**config.mk**
```make
export PLATFORM = sky130hd
export DESIGN_NAME = rc4_key_search_ctrl
export DESIGN_NICKNAME = d
export VERILOG_FILES = /design/src/rtl/rc4_pkg.sv /design/src/rtl/rc4_char_check.sv /design/src/rtl/rc4_key_search_ctrl.sv
export SDC_FILE = /design/constraint.sdc
export NUM_CORES = 1
export LEC_CHECK = 0
export CAP_MARGIN = 20
export CORE_MARGIN = 10
export CORE_UTILIZATION = 49
export DETAILED_ROUTE_END_ITERATION = 12
export PLACE_DENSITY = 0.93
export SYNTH_ARGS = -nofsm -noshare
export SYNTH_HDL_FRONTEND = slang
export SYNTH_SLANG_ARGS = --single-unit
```
**constraint.sdc**
```tcl
create_clock -name clk -period 2.6 [get_ports clk]
set_clock_uncertainty 0.2 [all_clocks]
set_input_delay 0.65 -clock clk [delete_from_list [all_inputs] [get_ports clk]]
set_output_delay 0.65 -clock clk [all_outputs]
set_load 0.02 [all_outputs]
```
**src/rtl/rc4_pkg.sv**
```systemverilog
// Shared definitions for the RC4 key-search controller.
//   state_t   : controller state encoding
//   OWN_*     : encodings driven on mem_owner for the shared S-memory port
//   CHAR_*    : bounds of the accepted plaintext alphabet (a..z and space)
package rc4_pkg;

  typedef enum logic [3:0] {
    S_IDLE,
    S_LOAD,
    S_INIT_GO,
    S_INIT_WAIT,
    S_KSA_GO,
    S_KSA_WAIT,
    S_DEC_GO,
    S_DEC_WAIT,
    S_CHK_SETUP,
    S_CHK_READ,
    S_CHK_SAMPLE,
    S_NEXT_KEY,
    S_FINISH
  } state_t;

  localparam logic [1:0] OWN_NONE = 2'd0;
  localparam logic [1:0] OWN_INIT = 2'd1;
  localparam logic [1:0] OWN_KSA  = 2'd2;
  localparam logic [1:0] OWN_DEC  = 2'd3;

  localparam logic [7:0] CHAR_LO    = 8'h61;
  localparam logic [7:0] CHAR_HI    = 8'h7A;
  localparam logic [7:0] CHAR_SPACE = 8'h20;

endpackage

```
**src/rtl/rc4_char_check.sv**
```systemverilog
// Combinational plaintext-byte classifier.
//   char_in : decrypted byte
//   valid   : 1 when char_in is a lowercase letter or a space
module rc4_char_check
  import rc4_pkg::*;
(
  input  logic [7:0] char_in,
  output logic       valid
);

  assign valid = ((char_in >= CHAR_LO) && (char_in <= CHAR_HI)) ||
                 (char_in == CHAR_SPACE);

endmodule

```
**src/rtl/rc4_key_search_ctrl.sv**
```systemverilog
// Brute-force RC4 key-search sequencer. For each key in [key_lo, key_hi] it
// runs the external S-init, key-schedule and decrypt engines in turn, then
// scans the decrypted message for printable text.
//   clk, reset_n                      : clock, synchronous active-low reset
//   start, key_lo, key_hi             : search request and inclusive key range
//   init/ksa/dec_start, *_done        : engine handshake pulses
//   mem_owner                         : shared S-memory grant (see OWN_*)
//   key                               : candidate key applied to the engines
//   res_addr, res_q                   : decrypted-output memory read port
//   busy, done, found                 : status
//
// state       | meaning
// ------------+-----------------------------------------------
// IDLE        | waiting for start; key/found hold last result
// LOAD        | reject an empty range, otherwise begin at key_lo
// INIT_GO     | pulse init_start
// INIT_WAIT   | wait for init_done
// KSA_GO      | pulse ksa_start
// KSA_WAIT    | wait for ksa_done
// DEC_GO      | pulse dec_start
// DEC_WAIT    | wait for dec_done
// CHK_SETUP   | present res_addr = byte index
// CHK_READ    | memory read in flight
// CHK_SAMPLE  | classify res_q, advance or reject key
// NEXT_KEY    | stop at key_hi, else increment key
// FINISH      | one-cycle done pulse
module rc4_key_search_ctrl
  import rc4_pkg::*;
#(
  parameter int MSG_LEN = 32,
  parameter int KEY_W   = 24
) (
  input  logic             clk,
  input  logic             reset_n,
  input  logic             start,
  input  logic [KEY_W-1:0] key_lo,
  input  logic [KEY_W-1:0] key_hi,
  output logic             init_start,
  output logic             ksa_start,
  output logic             dec_start,
  input  logic             init_done,
  input  logic             ksa_done,
  input  logic             dec_done,
  output logic [1:0]       mem_owner,
  output logic [KEY_W-1:0] key,
  output logic [4:0]       res_addr,
  input  logic [7:0]       res_q,
  output logic             busy,
  output logic             done,
  output logic             found
);

  localparam logic [4:0]       LAST_BYTE = 5'(MSG_LEN - 1);
  localparam logic [KEY_W-1:0] KEY_ONE   = KEY_W'(1);

  state_t           state_q, state_d;
  logic [KEY_W-1:0] key_q, key_d;
  logic [KEY_W-1:0] key_hi_q, key_hi_d;
  logic [4:0]       byte_q, byte_d;
  logic             found_q, found_d;
  logic             char_valid;

  rc4_char_check u_char_check (
    .char_in (res_q),
    .valid   (char_valid)
  );

  always_ff @(posedge clk) begin
    if (!reset_n) begin
      state_q  <= S_IDLE;
      key_q    <= '0;
      key_hi_q <= '0;
      byte_q   <= '0;
      found_q  <= 1'b0;
    end else begin
      state_q  <= state_d;
      key_q    <= key_d;
      key_hi_q <= key_hi_d;
      byte_q   <= byte_d;
      found_q  <= found_d;
    end
  end

  always_comb begin
    state_d    = state_q;
    key_d      = key_q;
    key_hi_d   = key_hi_q;
    byte_d     = byte_q;
    found_d    = found_q;
    init_start = 1'b0;
    ksa_start  = 1'b0;
    dec_start  = 1'b0;
    done       = 1'b0;
    mem_owner  = OWN_NONE;

    unique case (state_q)
      S_IDLE: begin
        // The range is captured at acceptance so later changes on key_lo /
        // key_hi cannot disturb a running search.
        if (start) begin
          key_d    = key_lo;
          key_hi_d = key_hi;
          found_d  = 1'b0;
          state_d  = S_LOAD;
        end
      end
      S_LOAD: begin
        state_d = (key_q > key_hi_q) ? S_FINISH : S_INIT_GO;
      end
      S_INIT_GO: begin
        init_start = 1'b1;
        mem_owner  = OWN_INIT;
        state_d    = S_INIT_WAIT;
      end
      S_INIT_WAIT: begin
        mem_owner = OWN_INIT;
        if (init_done) state_d = S_KSA_GO;
      end
      S_KSA_GO: begin
        ksa_start = 1'b1;
        mem_owner = OWN_KSA;
        state_d   = S_KSA_WAIT;
      end
      S_KSA_WAIT: begin
        mem_owner = OWN_KSA;
        if (ksa_done) state_d = S_DEC_GO;
      end
      S_DEC_GO: begin
        dec_start = 1'b1;
        mem_owner = OWN_DEC;
        state_d   = S_DEC_WAIT;
      end
      S_DEC_WAIT: begin
        mem_owner = OWN_DEC;
        if (dec_done) begin
          byte_d  = '0;
          state_d = S_CHK_SETUP;
        end
      end
      S_CHK_SETUP:  state_d = S_CHK_READ;
      S_CHK_READ:   state_d = S_CHK_SAMPLE;
      S_CHK_SAMPLE: begin
        if (!char_valid) begin
          state_d = S_NEXT_KEY;
        end else if (byte_q == LAST_BYTE) begin
          found_d = 1'b1;
          state_d = S_FINISH;
        end else begin
          byte_d  = byte_q + 5'd1;
          state_d = S_CHK_SETUP;
        end
      end
      S_NEXT_KEY: begin
        // Compare before incrementing so key_hi = all-ones cannot wrap.
        if (key_q == key_hi_q) begin
          state_d = S_FINISH;
        end else begin
          key_d   = key_q + KEY_ONE;
          state_d = S_INIT_GO;
        end
      end
      S_FINISH: begin
        done    = 1'b1;
        state_d = S_IDLE;
      end
      default: state_d = S_IDLE;
    endcase
  end

  assign busy     = (state_q != S_IDLE);
  assign key      = key_q;
  assign res_addr = byte_q;
  assign found    = found_q;

endmodule

```
== Yosys cells after proc, flatten, opt, wreduce, memory -nomap -nowiden ==
Cells that the tools add are included.
Operators by class
  add/sub/neg operators: 2
  $mul: 0
  divide/modulo/power cells: 0
  order comparisons: 3
  equality and inequality tests: 23
  shifts and indexed selects: 0
  muxes and demuxes: 25
  bitwise gates (word level): 0
  reductions and logical operators: 15
Operator list (count)
  $mux 24: 2
  $pmux 24 s2: 1
  $pmux 4 s12: 1
  $add 24x1->24 const B: 1
  $eq 24x24->1: 1
  $gt 24x24->1: 1
  $mux 4: 6
  $eq 4x4->1 const B: 5
  $eq 4x3->1 const B: 4
  $ne 2x2->1 const B: 8
  $mux 5: 3
  $reduce_and 4->1: 3
  $pmux 5 s2: 1
  $eq 4x2->1 const B: 2
  $eq 8x6->1 const B: 1
  $ge 8x7->1 const B: 1
  $le 8x7->1 const B: 1
  $mux 1: 7
  $mux 3: 2
  $pmux 2 s3: 1
  $reduce_bool 2->1: 3
  $reduce_or 2->1: 3
  $add 5x1->5 const B: 1
  $eq 5x5->1 const B: 1
  8 further kinds: 8
Storage, ports and cells
  register bits after elaboration: 58
  bits in latches: 0
  RAM bits: 0
  ROM bits: 0
  input bits: 62
  output and inout bits: 37
  memories: 0

== Depth between registers and ports, before layout ==
  word-level depth: 5
  gate-level depth with buffers: 9
  gate-level depth less buffers: 8

== By module ==
From an unflattened synthesis, not the netlist that was laid out.
Second synthesis, totals
  cells, all modules: 497
  area, all modules: 3707.3 um2
Modules (own cells, without submodules)
  rc4_key_search_ctrl: times used 1, cells each 487, area each 3643.5 um2
  rc4_char_check: times used 1, cells each 10, area each 63.8 um2

== Worst setup path after synthesis ==
OpenSTA, ideal clock, no wires.
  path kind: register -> register
  start point: reg key_q[19] (netlist: key[19])
  end point: reg key_q[14] (netlist: key[14])
  setup time: 0.134 ns
  arrival time: 1.924 ns
  required time: 2.266 ns
  slack: 0.341 ns
  cell stages (with the launch flop): 8
  clock period less this slack: 2.259 ns
  cell sequence: dfxtp_1 -> ha_1 -> nand4_1 -> nor4b_4 -> and2_4 -> nor2_2 -> a311oi_2 -> a2111oi_2
On the way
  word-level cells in the longest chain between the ends: 3
RTL lines
  from (decl): RTL line rc4_key_search_ctrl.sv:57  | logic [KEY_W-1:0] key_q, key_d;
  from (signal assigned): RTL line rc4_key_search_ctrl.sv:77  | key_q <= key_d;
  $eq 24x24->1: RTL line rc4_key_search_ctrl.sv:155  | if (key_q == key_hi_q) begin
  $ne 2x2->1 (no line)
  $reduce_and 3->1 (no line)
Every way passes these cells.
A chain may end at the register's enable or synchronous reset.

== Final worst setup path ==
  start point: reg state_q[3]
  end point: out done
On the way
  word-level cells in the longest chain between the ends: 2
RTL lines
  from (decl): RTL line rc4_key_search_ctrl.sv:56  | state_t state_q, state_d;
  from (signal assigned): RTL line rc4_key_search_ctrl.sv:76  | state_q <= state_d;
  $eq 4x4->1: RTL line rc4_key_search_ctrl.sv:96  | unique case (state_q)
  $mux 1: RTL line rc4_key_search_ctrl.sv:96
  to (decl): RTL line rc4_key_search_ctrl.sv:49  | output logic done,
Every way passes these cells.

==> results.txt <==
----------------------------------------------------
[Status]
  Result of the run ... finished clean

[Clocking]
  H-tree depth ... 3
  Clock transition time at the flip-flop clock pins of the worst setup and hold paths ... around 0.07 ns
  Clock tree buffer depth ... 2
  Later-pin clock latency in the skew report ... 0.34 ns
  Number of sinks driven by the clock tree ... 58
  CTS Root Cell ... clkbuf_8
  Clock tree from TritonCTS ... done
  Cts bufs inserted ... 9

[Power]
  Proportion of total power due to net switching ... 44.3%
  Worst IR drop on VDD ... ~0.00064 V
  Pint ... between 2 and 3 mW
  Psw ... about 2.3 mW
  Power density cells ... around 1000 nW/um^2
  Clock share of power ... between 10% and 20%
  Combinational share of power ... 56.2%
  Relative contribution of sequential cells to total power ... between 20% and 30%
  Leakage ... about 2.0 nW

[Logic synthesis]
  Area fraction of the dominant cell type after synthesis ... around a third
  Synth unique cells ... 63
  Average size of a mapped cell ... 7.64 um^2
  Top FF cell, synth ... dfxtp_1
  Count of flip-flops with a built-in enable after synthesis ... 0
  Share of synthesized area occupied by flip-flops and latches ... approximately a third
  Cells taking the most area after synthesis ... dfxtp_1 (31%), nand2_1 (9.2%), ha_1 (9.1%), a21oi_1 (7.4%), inv_1 (3.4%)
  Number of nets in the synthesized netlist ... about 570
  Library cell occupying the most area in the post-synthesis netlist ... dfxtp_1
  Synthesized cell area ... between 3000 and 4000 um^2
  Proportion of register bits with asynchronous set or reset after synthesis ... 0%
  Synthesis Warnings ... 0
  Synthesized netlist cell count ... 484
  Flops & latches, synth ... 58

[Critical path]
  Critical-path cell list ... nand2b_1 -> nor2_1 -> clkdlybuf4s50_1
  Largest stage delay on the critical path ... just over 0.6 ns
  Required time at the endpoint of the critical path ... 1.75 ns
  Kind of start point of the critical path ... flip-flop
  Slowest cell on crit path ... clkdlybuf4s50_1
  CP max FO ... 15
  Kind of end point of the critical path ... primary output
  Worst setup path category ... flip-flop to primary output
  Arrival time at the worst endpoint ... approximately 1.7 ns

[Placed design]
  Global placement routability congestion ... 0.908
  Quantity of I/O buffers inserted on ports ... 98
  Worst slack at placement ... -0.117 ns
  Detailed Place HPWL ... ~9.2 mm

[Routing]
  Average detailed-routed wire length per instance ... around 17 um
  Final routed wirelength across all metal layers ... roughly 12 mm
  Vias per cell ... 5.82
  Iter 0 DRT Violations ... ~210
  Via count ... 4079
  Antenna violation net count after detailed routing ... 0
  # DRC ... 0
  Total iterations of the first detailed-routing run ... 5

[Timing]
  Highest clock rate ... 398 MHz
  Final Critical Period ... about 2.5 ns
  Setup Viol. Count Final ... 0
  Worst hold slack ... around 0.25 ns
  Slack of the critical path ... 0.0847 ns
  Crit share post-route ... between 90% and 100%
  Worst-case headroom to the max-slew limit ... just over 60%
  Max-slew violation count ... 0
  Count of final hold-check violations ... 0
  Actual transition at the worst max-transition pin ... ~0.58 ns

[Global routing]
  First-pass GRT wire length ... between 15 and 20 mm
  Leftover overflow at the end of global routing ... 0
  Global route hottest layer ... met2
  Global Route Usage Sum ... 20.6%
  GR Layer Usage met2 ... a little over a third
  Met3 usage ... under 10%
  Initial antenna violation count ... 0
  Met1 routing resource usage after global routing ... about 23%
  Number of global-route vias before repair ... a little over 4k
  Pin count of the biggest net entering global routing ... 31

[Cells and area]
  Utilization after layout ... a little over two thirds
  Layout cells sized above 1 ... between 10 and 15%
  Net count, final ... a little under 700
  Area added between synthesis and finish ... 39.0%
  N_diodes ... 0

[Floorplanning]
  Die height ... 107 um
  Core area ... approximately 7300 um^2
  Die area ... 11400 um^2
  Die Width ... between 100 and 150 um
  Row cnt ... 31
  Effective utilization at floorplan ... between 50% and 60%
  Top-Level Pins ... a little under 100

[Worst hold path]
  Worst min-delay path class ... flip-flop to flip-flop

[Run]
  Max-cap check violation count ... 0

----------------------------------------------------
[area by class of cell]
type,count,area [um^2]
Clock buffer,15,196
Clock inverter,1,5.00
Fill cell,583,2150
Inverter,34,128
Multi-Input combinational cell,368,2310
Sequential cell,58,1170
Tap cell,99,124
Timing Repair Buffer,126,1200
[Yosys cell counts, types with 3 or more instances]
library cell,number
nand2_1,91
dfxtp_1,58
a21oi_1,55
inv_1,33
nor2_1,30
ha_1,27
nand3_1,17
clkbuf_1,13
o21ai_0,12
and3_1,10
nor3_1,10
a211oi_1,9
nand4_1,9
buf_2,8
a31oi_1,7
nand2b_1,5
o31ai_1,5
a311oi_1,4
nor2b_1,4
o32ai_1,4
buf_4,3
nor3b_1,3
nor4_1,3
o211ai_1,3
o21ai_1,3
or2_1,3
xor2_1,3
[final timing paths]
check,slack [ns],cells after the start,endpoint,from
worst max-delay path,0.08,3,done,state_q[3]
worst min-delay path,0.25,2,key_hi_q[9],key_hi_q[9]
worst max register to register,0.09,8,key[13],key[17]
worst min register to register,0.25,2,key_hi_q[9],key_hi_q[9]
[power by group through the flow]
stage,Combinational [mW],Sequential (mW),Clock [mW]
2_1_floorplan,1.73,1.53,0
4_1_cts,2.89,1.43,0.841
3_5_place_dp,2.86,1.44,0
5_1_grt,3.23,1.49,0.882
3_3_place_gp,2.78,1.43,0
6_report,2.94,1.45,0.842
[sequential cells by signal, indices dropped and copies added (netlist names)]
register and flops:
found 1, key 24, key_hi_q 24, res_addr 5, state_q 4
[logic make-up (layout without fill, tap and decap cells)]
| kind of cell | after synthesis | after routing | share of synthesized area, % |
|---|---|---|---|
| and+or+nand+nor | 203 | 203 | 27.5 |
| DFF | 58 | 58 | 31.4 |
| AOI/OAI and AO/OA | 130 | 130 | 23.4 |
| xor gates and xnor gates | 4 | 4 | 0.948 |
| adders and majority gates | 27 | 27 | 9.14 |
| buffers and inverters | 58 | 176 | 6.46 |
| muxes | 4 | 4 | 1.15 |
[routing by layer]
layer	routed length, um	share of wire (%)
met4	370	3.1
met5	0	0
met3	856	7.2
met2	5790	49
met1	4900	41
[cell usage in the layout (no fill, tap or decap), drive strengths merged, types with 5 or more instances in the layout]
cell,synthesis,routed
nand3,19,19
o21ai,15,15
inv,33,33
or2,5,5
nor2,32,32
o31ai,5,5
and3,11,11
a211oi,9,9
ha,27,27
a21oi,56,56
clkbuf,13,15
a311oi,5,5
clkdlybuf4s50,0,96
nand2b,6,6
nand4,11,11
dfxtp,58,58
a31oi,7,7
nor3,12,12
nand2,91,91
buf,11,28
[what timing repair did]
action / CTS / global route
gates resized for setup: 4 / 6
pin swaps: 0 / 3
hold buffers: 0 / 0
setup buffers: 0 / 1
endpoints found under the hold margin: 0 / 0
setup endpoints to repair: 5 / 9
[stage by stage]
stage	power (mW)	std cells	setup TNS (ns)	area [um^2]
floorplan	3.26	484	0	3700
global placement	4.21	684	-0.0462	4910
detailed placement	4.30	684	-0.516	4910
CTS	5.16	700	0	5110
global route	5.60	701	-0.0120	5140
finish	5.23	701	0	5140
[critical path, delay by kind of cell, from the launching register on]
family,cells,cell delay [ns]
buffers and inverters,1,0.61
DFF,1,0.48
and+or+nand+nor,2,0.23
(Power assumes the default switching activity.)
